===== src/rtl/ahb_apb_pkg.sv =====
// rtl/ahb_apb_pkg.sv - shared AHB-Lite / APB bridge constants and state encoding
//
// Purpose: common HTRANS/HRESP/HSIZE encodings, bridge address-window defaults
// and the slave response state encoding, shared by the AHB master model, the
// AHB slave front-end and the APB controller FSM.
package ahb_apb_pkg;

  localparam logic [1:0] HTRANS_IDLE   = 2'b00;
  localparam logic [1:0] HTRANS_BUSY   = 2'b01;
  localparam logic [1:0] HTRANS_NONSEQ = 2'b10;
  localparam logic [1:0] HTRANS_SEQ    = 2'b11;

  localparam logic [1:0] HRESP_OKAY  = 2'b00;
  localparam logic [1:0] HRESP_ERROR = 2'b01;

  localparam logic [2:0] HSIZE_BYTE = 3'd0;
  localparam logic [2:0] HSIZE_HALF = 3'd1;
  localparam logic [2:0] HSIZE_WORD = 3'd2;

  localparam logic [31:0] DEF_BASE_ADDR   = 32'h8000_0000;
  localparam int          DEF_REGION_LOG2 = 26;
  localparam int          DEF_NUM_SLV     = 3;

  // Two-cycle AHB ERROR response: ERR1 stalls the bus, ERR2 completes it.
  typedef enum logic [1:0] {
    ST_OKAY = 2'b00,
    ST_ERR1 = 2'b01,
    ST_ERR2 = 2'b10
  } resp_state_t;

endpackage


===== src/rtl/ahb_addr_decode.sv =====
// rtl/ahb_addr_decode.sv - combinational peripheral select and illegal-transfer flag
//
// Purpose: maps an AHB address-phase address into a one-hot APB peripheral
// select and flags transfers that must receive an ERROR response.
// Ports:
//   haddr    in  address-phase address
//   hsize    in  transfer size
//   active   in  an active (NONSEQ/SEQ) transfer is being presented
//   tempselx out one-hot peripheral select, all zero when unmapped
//   illegal  out active transfer that is unmapped, oversized or misaligned
module ahb_addr_decode
  import ahb_apb_pkg::*;
#(
  parameter logic [31:0] BASE_ADDR   = DEF_BASE_ADDR,
  parameter int          REGION_LOG2 = DEF_REGION_LOG2,
  parameter int          NUM_SLV     = DEF_NUM_SLV
) (
  input  logic [31:0]        haddr,
  input  logic [2:0]         hsize,
  input  logic               active,
  output logic [NUM_SLV-1:0] tempselx,
  output logic               illegal
);

  logic [31:0] offset;
  logic [31:0] region;
  logic        bad_size;
  logic        bad_align;

  assign offset = haddr - BASE_ADDR;
  assign region = offset >> REGION_LOG2;

  // The below-window check keeps a wrapped subtraction from ever aliasing
  // into a valid region, independent of the window parameters.
  always_comb begin
    tempselx = '0;
    if (haddr >= BASE_ADDR) begin
      for (int i = 0; i < NUM_SLV; i++) begin
        if (region == 32'(i)) begin
          tempselx[i] = 1'b1;
        end
      end
    end
  end

  assign bad_size  = (hsize > HSIZE_WORD);
  assign bad_align = ((hsize == HSIZE_HALF) && haddr[0]) ||
                     ((hsize == HSIZE_WORD) && (haddr[1:0] != 2'b00));

  assign illegal = active && ((tempselx == '0) || bad_size || bad_align);

endmodule


===== src/rtl/ahb_slave_if.sv =====
// rtl/ahb_slave_if.sv - AHB-Lite slave front-end of the AHB2APB bridge
//
// Purpose: pipelines address/data/direction for the APB controller, decodes
// the target peripheral, raises valid for legal transfers and drives the
// AHB response including the two-cycle ERROR sequence.
// Ports:
//   hclk, hresetn          clock, asynchronous active-low reset
//   hwrite, hready_in      AHB direction and bus-level HREADY
//   htrans, hsize, haddr   AHB address phase
//   hwdata                 AHB data-phase write data
//   bridge_ready           APB FSM can accept/complete a transfer
//   prdata                 APB read data
//   valid, tempselx        legal transfer strobe and one-hot peripheral select
//   haddr_1/2, hwdata_1/2  address and write data delayed 1 and 2 beats
//   hwrite_reg, hwrite_reg1 direction delayed 1 and 2 beats
//   hr_readyout, hresp     slave HREADY and response
//   hr_data                read data to the master
module ahb_slave_if
  import ahb_apb_pkg::*;
#(
  parameter logic [31:0] BASE_ADDR   = DEF_BASE_ADDR,
  parameter int          REGION_LOG2 = DEF_REGION_LOG2,
  parameter int          NUM_SLV     = DEF_NUM_SLV
) (
  input  logic               hclk,
  input  logic               hresetn,
  input  logic               hwrite,
  input  logic               hready_in,
  input  logic [1:0]         htrans,
  input  logic [2:0]         hsize,
  input  logic [31:0]        haddr,
  input  logic [31:0]        hwdata,
  input  logic               bridge_ready,
  input  logic [31:0]        prdata,
  output logic               valid,
  output logic [NUM_SLV-1:0] tempselx,
  output logic [31:0]        haddr_1,
  output logic [31:0]        haddr_2,
  output logic [31:0]        hwdata_1,
  output logic [31:0]        hwdata_2,
  output logic               hwrite_reg,
  output logic               hwrite_reg1,
  output logic               hr_readyout,
  output logic [1:0]         hresp,
  output logic [31:0]        hr_data
);

  resp_state_t state_q;
  resp_state_t state_d;
  logic        active;
  logic        illegal;

  assign active = hready_in && ((htrans == HTRANS_NONSEQ) || (htrans == HTRANS_SEQ));

  ahb_addr_decode #(
    .BASE_ADDR  (BASE_ADDR),
    .REGION_LOG2(REGION_LOG2),
    .NUM_SLV    (NUM_SLV)
  ) u_decode (
    .haddr   (haddr),
    .hsize   (hsize),
    .active  (active),
    .tempselx(tempselx),
    .illegal (illegal)
  );

  // hresetn is folded in so no transfer is issued while reset is held.
  assign valid = active && !illegal && (state_q != ST_ERR1) && hresetn;

  assign hr_data = prdata;

  always_ff @(posedge hclk or negedge hresetn) begin
    if (!hresetn) begin
      haddr_1     <= '0;
      haddr_2     <= '0;
      hwdata_1    <= '0;
      hwdata_2    <= '0;
      hwrite_reg  <= 1'b0;
      hwrite_reg1 <= 1'b0;
    end else if (hready_in) begin
      haddr_1     <= haddr;
      haddr_2     <= haddr_1;
      hwdata_1    <= hwdata;
      hwdata_2    <= hwdata_1;
      hwrite_reg  <= hwrite;
      hwrite_reg1 <= hwrite_reg;
    end
  end

  always_ff @(posedge hclk or negedge hresetn) begin
    if (!hresetn) begin
      state_q <= ST_OKAY;
    end else begin
      state_q <= state_d;
    end
  end

  // Errors take priority over bridge_ready; once in ERR1/ERR2 the APB side
  // is not consulted for the response.
  always_comb begin
    state_d     = state_q;
    hr_readyout = bridge_ready;
    hresp       = HRESP_OKAY;
    case (state_q)
      ST_OKAY: begin
        if (illegal) state_d = ST_ERR1;
      end
      ST_ERR1: begin
        hr_readyout = 1'b0;
        hresp       = HRESP_ERROR;
        state_d     = ST_ERR2;
      end
      ST_ERR2: begin
        hr_readyout = 1'b1;
        hresp       = HRESP_ERROR;
        state_d     = illegal ? ST_ERR1 : ST_OKAY;
      end
      default: begin
        state_d = ST_OKAY;
      end
    endcase
  end

endmodule


===== config.mk =====
export PLATFORM = sky130hd
export DESIGN_NAME = ahb_slave_if
export DESIGN_NICKNAME = d
export VERILOG_FILES = /design/src/rtl/ahb_apb_pkg.sv /design/src/rtl/ahb_addr_decode.sv /design/src/rtl/ahb_slave_if.sv
export SDC_FILE = /design/constraint.sdc
export NUM_CORES = 1
export LEC_CHECK = 0
export CORE_MARGIN = 3
export CORE_UTILIZATION = 40
export DETAILED_ROUTE_END_ITERATION = 6
export PLACE_DENSITY = 0.81
export SETUP_SLACK_MARGIN = 0.02
export SLEW_MARGIN = 0
export SYNTH_ARGS = -nofsm -noshare
export SYNTH_HDL_FRONTEND = slang
export SYNTH_SLANG_ARGS = --single-unit

===== constraint.sdc =====
create_clock -name hclk -period 2.3 [get_ports hclk]
set_clock_uncertainty 0.05 [all_clocks]
set_input_delay 0.46 -clock hclk [delete_from_list [all_inputs] [get_ports hclk]]
set_output_delay 0.46 -clock hclk [all_outputs]
set_load 0.01 [all_outputs]

Word-level counts from Yosys, hierarchy flattened

Cells that the tools add are included.

Register bits: 132
Bits in latches: 0
Memory bits (writable): 0
Memory bits (read-only): 0
Input port bits: 106
Output and inout port bits: 169
Logic and storage cells: 46
Memories: 0

Add/subtract/negate cells: 1
Multipliers: 0
Div/mod/pow operators: 0
Magnitude comparators: 2
Eq/ne operators: 10
Shifts and indexed selects: 0
Multiplexer cells: 9
Bitwise gates (word level): 0
Reductions and logical operators: 17

Operator list:

| kind                                                                             | count |
|---|---|
| 32-bit >= comparator (second input constant)                                     | 1 |
| 32-bit zero test                                                                 | 1 |
| 32-bit subtractor (second input constant)                                        | 1 |
| 1-bit logical AND                                                                | 7 |
| 2-bit == test (second input constant)                                            | 3 |
| 6-bit by 1-bit == test with 1-bit output (second input constant)                 | 1 |
| 6-bit by 2-bit == test with 1-bit output (second input constant)                 | 1 |
| 2-bit case mux with 3 select lines                                               | 1 |
| 1-bit 2-to-1 mux                                                                 | 5 |
| 1-bit logical OR                                                                 | 4 |
| 3-bit by 1-bit == test with 1-bit output (second input constant)                 | 1 |
| 3-bit by 2-bit == test with 1-bit output (second input constant)                 | 1 |
| 3-bit by 2-bit greater-than comparator with 1-bit output (second input constant) | 1 |
| 3-bit zero test                                                                  | 1 |
| 3-bit 2-to-1 mux                                                                 | 1 |
| 2-bit by 1-bit == test with 1-bit output (second input constant)                 | 1 |
| 2-bit zero test                                                                  | 1 |
| 2-bit 2-to-1 mux                                                                 | 1 |
| 2-bit by 1-bit inequality test with 1-bit output (second input constant)         | 1 |
| 2-bit inequality test (second input constant)                                    | 1 |
| 1-bit case mux with 2 select lines                                               | 1 |
| 2-bit nonzero test                                                               | 1 |
| 2-bit OR reduction                                                               | 1 |
| 1-bit zero test                                                                  | 1 |

Logic depth before layout (Yosys ltp)

Depth after elaboration: 12
Depth in mapped cells: 5
Mapped depth without buffers: 5

By module

From an unflattened synthesis, not the netlist that was laid out.

Cell total of the unflattened synthesis: 334
Area total of the unflattened synthesis: 5,695.5 um^2

By module, submodules not included:

| module          | times used | cells an instance | area each (um^2) | seq. area each (um^2) |
|---|---|---|---|---|
| ahb_slave_if    | 1          | 326               | 5,622.9          | 3,303.2 |
| ahb_addr_decode | 1          | 8                 | 72.6             | 0.0 |

Worst setup path after synthesis

Ideal clock, no wire load.

Kind: input to output
Start point: in haddr[30]
End point: out valid
Data arrival time: 1.756 ns
Data required time: 1.790 ns
Path slack: 0.034 ns
Stages on the path: 3
Buffers on the path: 0
Cell sequence: or4b_4 a211o_1 nor4_1

Word-level cells in the longest chain between the ends: 12
Elaborated cells between the ends (all ways): 17
Classes of those cells: add/sub (1); order compare (1); eq/ne (2); mux (4); reduce/logical (9)

RTL lines:

| what                                           | RTL line              | RTL |
|---|---|---|
| start: declaration                             | ahb_slave_if.sv:31    | `input logic [31:0] haddr,` |
| 32-bit subtractor                              | ahb_addr_decode.sv:30 | `assign offset = haddr - BASE_ADDR;` |
| 32-bit zero test, or another cell as far along | ahb_addr_decode.sv:39 | `if (region == 32'(i)) begin` |
| 1-bit 2-to-1 mux                               | ahb_addr_decode.sv:39 |  |
| 3-bit 2-to-1 mux *                             | ahb_addr_decode.sv:37 | `if (haddr >= BASE_ADDR) begin` |
| 3-bit zero test *                              | ahb_addr_decode.sv:50 | `assign illegal = active && ((tempselx == '0) \|\| bad_size \|\| bad_align);` |
| 1-bit logical OR * (2 in a row)                | ahb_addr_decode.sv:50 |  |
| 1-bit logical AND *                            | ahb_addr_decode.sv:50 |  |
| 1-bit zero test *                              | ahb_slave_if.sv:68    | `assign valid = active && !illegal && (state_q != ST_ERR1) && hresetn;` |
| 1-bit logical AND * (3 in a row)               | ahb_slave_if.sv:68    |  |
| end: declaration                               | ahb_slave_if.sv:35    | `output logic valid,` |

Mark *: on every way between the ends. The rest lies on a longest branch, timed or not.

Worst setup path after layout

Start point: in haddr[28]
End point: out valid

The elaborated chain is that of the path after synthesis.

==> summary.md <==
| Metric | Value |
|---|---|
| Clock power share | 38.2% |
| Post-Synth Adder-Cell Area | 0.948% |
| Worst hold-check path type | input pin to async pin |
| VDD IR max | 0.544 mV |
| Core ar. | 12800 sq um |
| Critical path class | input pin to primary output |
| Leading cell types in the layout, fill and taps excluded | 194 x clkdlybuf4s50_1, 132 x dfrtp_1, 116 x mux2_2 |
| Share of the yosys chip area belonging to registers | 62.5% |
| H-tree depth | 4 |
| Synthesized flop and latch total | 132 |
| CP arrival | about 1.8 ns |
| Synth Net Count | 445 |
| # setup viols final | 0 |
| Final worst-path cycle share | 99.0% |
| Post-synthesis xor/xnor area fraction | 0% |
| Post-synth EDFFs | 0 |
| Layout cells sized above 1 | 32.3% |
| Min cycle time layout | 2.28 ns |
| Commonest non-fill, non-tap cell in the layout | clkdlybuf4s50_1 |
| Chip height | 121 microns |
| Simple-Gate Fraction of Synth Area | 1.14% |
| Net Sw Frac | between 20% and 30% |
| Syn Area/Cell | 15.8 sq um |
| Routed length per instance | 17.0 microns |
| Mux cell area share after synthesis | 28.2% |
| TritonCTS Sinks | 132 |
| Fin nets | about 640 |
| Fmax | 0.439 GHz |
| Netlist cell types | 22 |
| Post-Route WL | ~12000 microns |
| Iteration-0 DRC Markers | roughly 160 |
| Slew HR | 50.7% |
| Rows | 41 |
| Largest fanout on the critical path | 2 |
| TNS Setup | 0 ns |
| # IOs | 275 |
| Area growth syn-to-layout | 51.5% |
| Fin. Hold Viols | 0 |
| Vias per cell | 4.70 |
| Max Cap Viol | 0 |
| Synth Warn # | 0 |
| Req. time, crit path | between 1.5 and 2 ns |
| Comb pwr share | between 20 and 25% |
| Hold_ws | 0.133 ns |
| Max Slew Vio Count | 0 |
| Leak | between 3 and 4 nW |
| Compound-Gate Fraction of Synth Area | 1.02% |
| Largest family of logic cells by synthesized area | multiplexers |
| Antenna Cells | 0 |
| Initial antenna violation count | 0 |
| CTS Buffer Depth | 2 |
| Post-Synthesis Cells | around 340 |
| Dpl cells | 677 |
| Final GP Congestion | 0.763 |
| Top_reg_cell synth | dfrtp_1 |
| Die area | approximately 15000 sq um |
| Starting Density | around 41% |
| Post-detail-place hpwl | 8420 microns |
| Slew @ Worst Pin | roughly 0.74 ns |
| CTS tree | yes |
| Drc violations | 0 |
| PwrDens | 881 nW/um^2 |
| Final ANT Viol Nets | 0 |
| First-pass GRT wire length | 19300 microns |
| Reg clk slew, reported paths | 0.05 ns |
| CP Launch Type | input pin |
| P_sw | 0.00168 W |
| Via count | around 3400 |
| GRT Overall Usage | 17.2% |
| CTS Hold Buffers Added | 0 |
| Cell area after synthesis | 5280 sq um |
| Worst-Skew Late Latency | 0.40 ns |
| Setup crit end kind | primary output |
| Internal Power | approximately 0.0054 W |
| PortBufs | approximately 210 |
| Number of global-route vias before repair | about 3700 |
| Total grt overflow | 0 |
| Outcome | complete, no violations |
| Clk root buf | clkbuf_16 |
| CTS buffer count | 17 |
| Die width | between 100 and 150 microns |
| Asr flop ratio synth | 100% |
| Setup repair after global routing missed its margin | yes |
| Drt first pass iters | 4 |
| Fin cells | approximately 710 |
| Sequential power share | 39.9% |
| Pin count of the biggest net entering global routing | 133 |
## per-layer routing
metal / track usage [%] / vias to the layer above / routed length, microns
met4: 8.99 / 0 / 365
li1: - / 1524 / -
met1: 18.9 / 1647 / 4430
met5: 0 / - / 0
met3: 7.18 / 33 / 1220
met2: 28.4 / 150 / 6120
## cell usage after synthesis (all sizes together), types with 2 or more instances
cell type	instances	area share, %
buf	47	5.7
a21o	2	0.28
nor3b	2	0.28
mux2	132	28
ha	4	0.95
inv	4	0.28
nor3	2	0.19
dfrtp	132	63
## power groups by stage
stage	clock network (W)	registers (W)	logic [W]
5_1_grt	0.00287	0.00285	0.00165
4_1_cts	0.00276	0.00281	0.00156
3_5_place_dp	0	0.00286	0.00151
2_1_floorplan	0	0.00297	0.000507
6_report	0.00269	0.00281	0.00154
3_3_place_gp	0	0.00283	0.00148
## cells by family (layout without fill, tap and decap cells)
| family | count (synthesis) | after routing |
|---|---|---|
| mux | 132 | 132 |
| compound gates | 5 | 5 |
| other cells | 1 | 1 |
| flops | 132 | 132 |
| fa+ha+maj | 4 | 4 |
| buf+inv | 52 | 258 |
| simple gates | 9 | 9 |
## area by class of cell
cell class | count | area [sq um]
Fill cell | 963 | 4770
Tap cell | 172 | 215
Timing Repair Buffer | 222 | 2180
Clock inverter | 7 | 93.8
Sequential cell | 132 | 3300
Clock buffer | 25 | 515
Multi-Input combinational cell | 151 | 1670
Inverter | 4 | 15.0
## worst max-delay path, stage by stage
cell	delay, ns
buf_6	0.09
or4b_4	0.57
a211o_1	0.26
nor4_1	0.21
buf_2	0.17
## metrics by stage
step           worst slack [ns]  utilization [%]  area, sq um  total power [W]
3_3_place_gp             -0.816             57.7         7370          0.00431
3_5_place_dp             -0.804             57.7         7370          0.00436
5_1_grt                 0.00367             62.6         8000          0.00737
2_1_floorplan            0.0338                -         5280          0.00347
6_report                 0.0228             62.6         8000          0.00704
4_1_cts                -0.00907             62.6         8000          0.00713
## worst paths after layout
path / start / endpoint / slack, ns / depth (start not counted)
setup / recovery: haddr[28] / valid / 0.02 / 5
hold / removal: hresetn / haddr_2[25] / 0.13 / 2
setup reg to reg: state_q[1] / state_q[1] / 0.98 / 5
hold reg to reg: haddr_2[24] / haddr_2[24] / 0.45 / 1
max in group asynchronous: hresetn / hwdata_1[19] / 1.55 / 2
min in group hclk: haddr[28] / haddr_1[28] / 0.23 / 2
## repair_timing
action / 4_1_cts / 5_1_grt
gates resized for setup: 33 / 8
pin swaps: 3 / 1
buffers inserted: 4 / 0
endpoints found under the setup margin: 6 / 4
Power figures use the tool's default switching activity.
==> RTL edit (config.mk and constraints unchanged) <==
`DEF_NUM_SLV`: 3 -> 2.
--- a/src/rtl/ahb_apb_pkg.sv
+++ b/src/rtl/ahb_apb_pkg.sv
@@ -20,5 +20,5 @@
   localparam logic [31:0] DEF_BASE_ADDR   = 32'h8000_0000;
   localparam int          DEF_REGION_LOG2 = 26;
-  localparam int          DEF_NUM_SLV     = 3;
+  localparam int          DEF_NUM_SLV     = 2;
 
   // Two-cycle AHB ERROR response: ERR1 stalls the bus, ERR2 completes it.
Interface: changed (resized tempselx); port bits go from 275 to 274. No check against the original RTL was run, so the function may have changed too.
==> RTL edit against the unedited design <==
  * Clock power is 15% lower
  * Die area up 0.68%
  * Largest cell class unchanged
  * Global-route usage decreased by 0.42 points
  * Area after synthesis grew 0.71%
  * Count of clock-buffer cells in the layout fell by 2
  * Combinational power shrank 3%
  * Sequential cell count unchanged
  * Highest routed layer unchanged
  * First-iteration DRC count shrank 16%
  * Final area fell by 1.1%
  * Power decreased by 6.6%
  * Routed wire length down 1.4%
  * Setup slack improved by 0.075 ns
==> RTL edit: results (changes against the unedited design) <==
STA
  – Worst rel slew slack: 48.05% (-2.6 points)
  – Final worst path period share: 95.73% (-3.3 points)

Route
  – Met3 wire length: 1159 um (-5.0%)
  – Met2 wire length: 6162 um (+0.74%)
  – DRT met1 WL: 4385 um (-1.0%)
  – DR iter-0 viols: 130 (-16%)
  – Post-DR wirelength/cell: 16.81 um (-1.2%)
  – Final wirelength: 11970 um (-1.4%)

Run status
  – Status: finished, final reports clean

Power
  – Worst VDD drop: 0.0004628 V (-15%)
  – Int Power: 4.954 mW (-7.6%)

Place
  – Port Buffers: 207 (-0.48%)
  – Pre-CTS setup slack: -0.4176 ns (+0.3861 ns)
  – Dpl cell area: 0.007362 mm2 (about the same)
  – Cells after DPL: 679 (+0.30%)

Worst setup path
  – R2r setup slk: 0.87 ns (-0.11 ns)
  – Slowest cell on crit path: clkdlybuf4s50_1
  – Crit-path leading delay family: buffers and inverters

Synth
  – Post-synth top cells: dfrtp_1 (132), mux2_2 (67), mux2_1 (65)
  – Netlist cell types: 23 (+4.5%)
  – Post-Synthesis Cells: 337 (+0.60%)
  – Post-Syn Nets: 447 (+0.45%)

Global routing
  – First-pass GRT wire length: 19300 um (-0.11%)
  – Met1 usage: 18.02% (-0.88 points)
  – Met3 usage: 7.692% (+0.51 points)
  – Vias in the first global route: 3750 (+1.6%)
  – Total track usage: 16.80% (-0.42 points)

Cells and area
  – Layout cells sized above 1: 22.22% (-10 points)
RTL edit: power by group through the flow:
stage	logic [mW]	registers, mW	clock network [mW]
5_1_grt	1.59	2.85	2.50
6_report	1.49	2.81	2.28
2_1_floorplan	0.463	2.96	0
3_5_place_dp	1.45	2.85	0
3_3_place_gp	1.42	2.83	0
4_1_cts	1.50	2.81	2.36
RTL edit: worst paths after layout:
path                                         start                       to  cells after the start
max                                      haddr[27]              tempselx[1]                      6
min                                        hresetn   haddr_2[0]$_DFFE_PN0P_                      2
max reg2reg                 state_q[0]$_DFFE_PN0P_   state_q[1]$_DFFE_PN0P_                      5
min reg2reg                haddr_2[10]$_DFFE_PN0P_  haddr_2[10]$_DFFE_PN0P_                      1
max in group asynchronous                  hresetn   state_q[1]$_DFFE_PN0P_                      2
min in group hclk          haddr_2[10]$_DFFE_PN0P_  haddr_2[10]$_DFFE_PN0P_                      1
RTL edit: layout make-up:
cell class / count / area [um2]
fillers: 983 / 4913
well taps: 172 / 215.2
repair buffers: 222 / 2196
flip-flops and latches: 132 / 3303
inverters: 2 / 7.507
clock buffers: 23 / 467.9
multi-input cells: 155 / 1689
clock inverters: 6 / 32.53
RTL edit: timing repair:
| action | 4_1_cts | 5_1_grt |
|---|---|---|
| pin swaps | 0 | 1 |
| resized for setup | 20 | 2 |
| setup buffers | 4 | 0 |
| cloned | 0 | 0 |
| setup endpoints to repair | 4 | 3 |
RTL edit: through the flow:
step                TNS, ns  util (%)
floorplan                 0         -
finish                    0     61.69
CTS                       0     61.66
global placement    -0.7826     57.40
detailed placement  -0.9779     57.40
global route              0     61.69
RTL edit: kinds of logic after synthesis:
| group | count (synthesis) |
|---|---|
| mux | 133 |
| other cells | 1 |
| fa+ha+maj | 4 |
| simple gates | 13 |
| flops | 132 |
| buf+inv | 50 |
| compound gates | 4 |
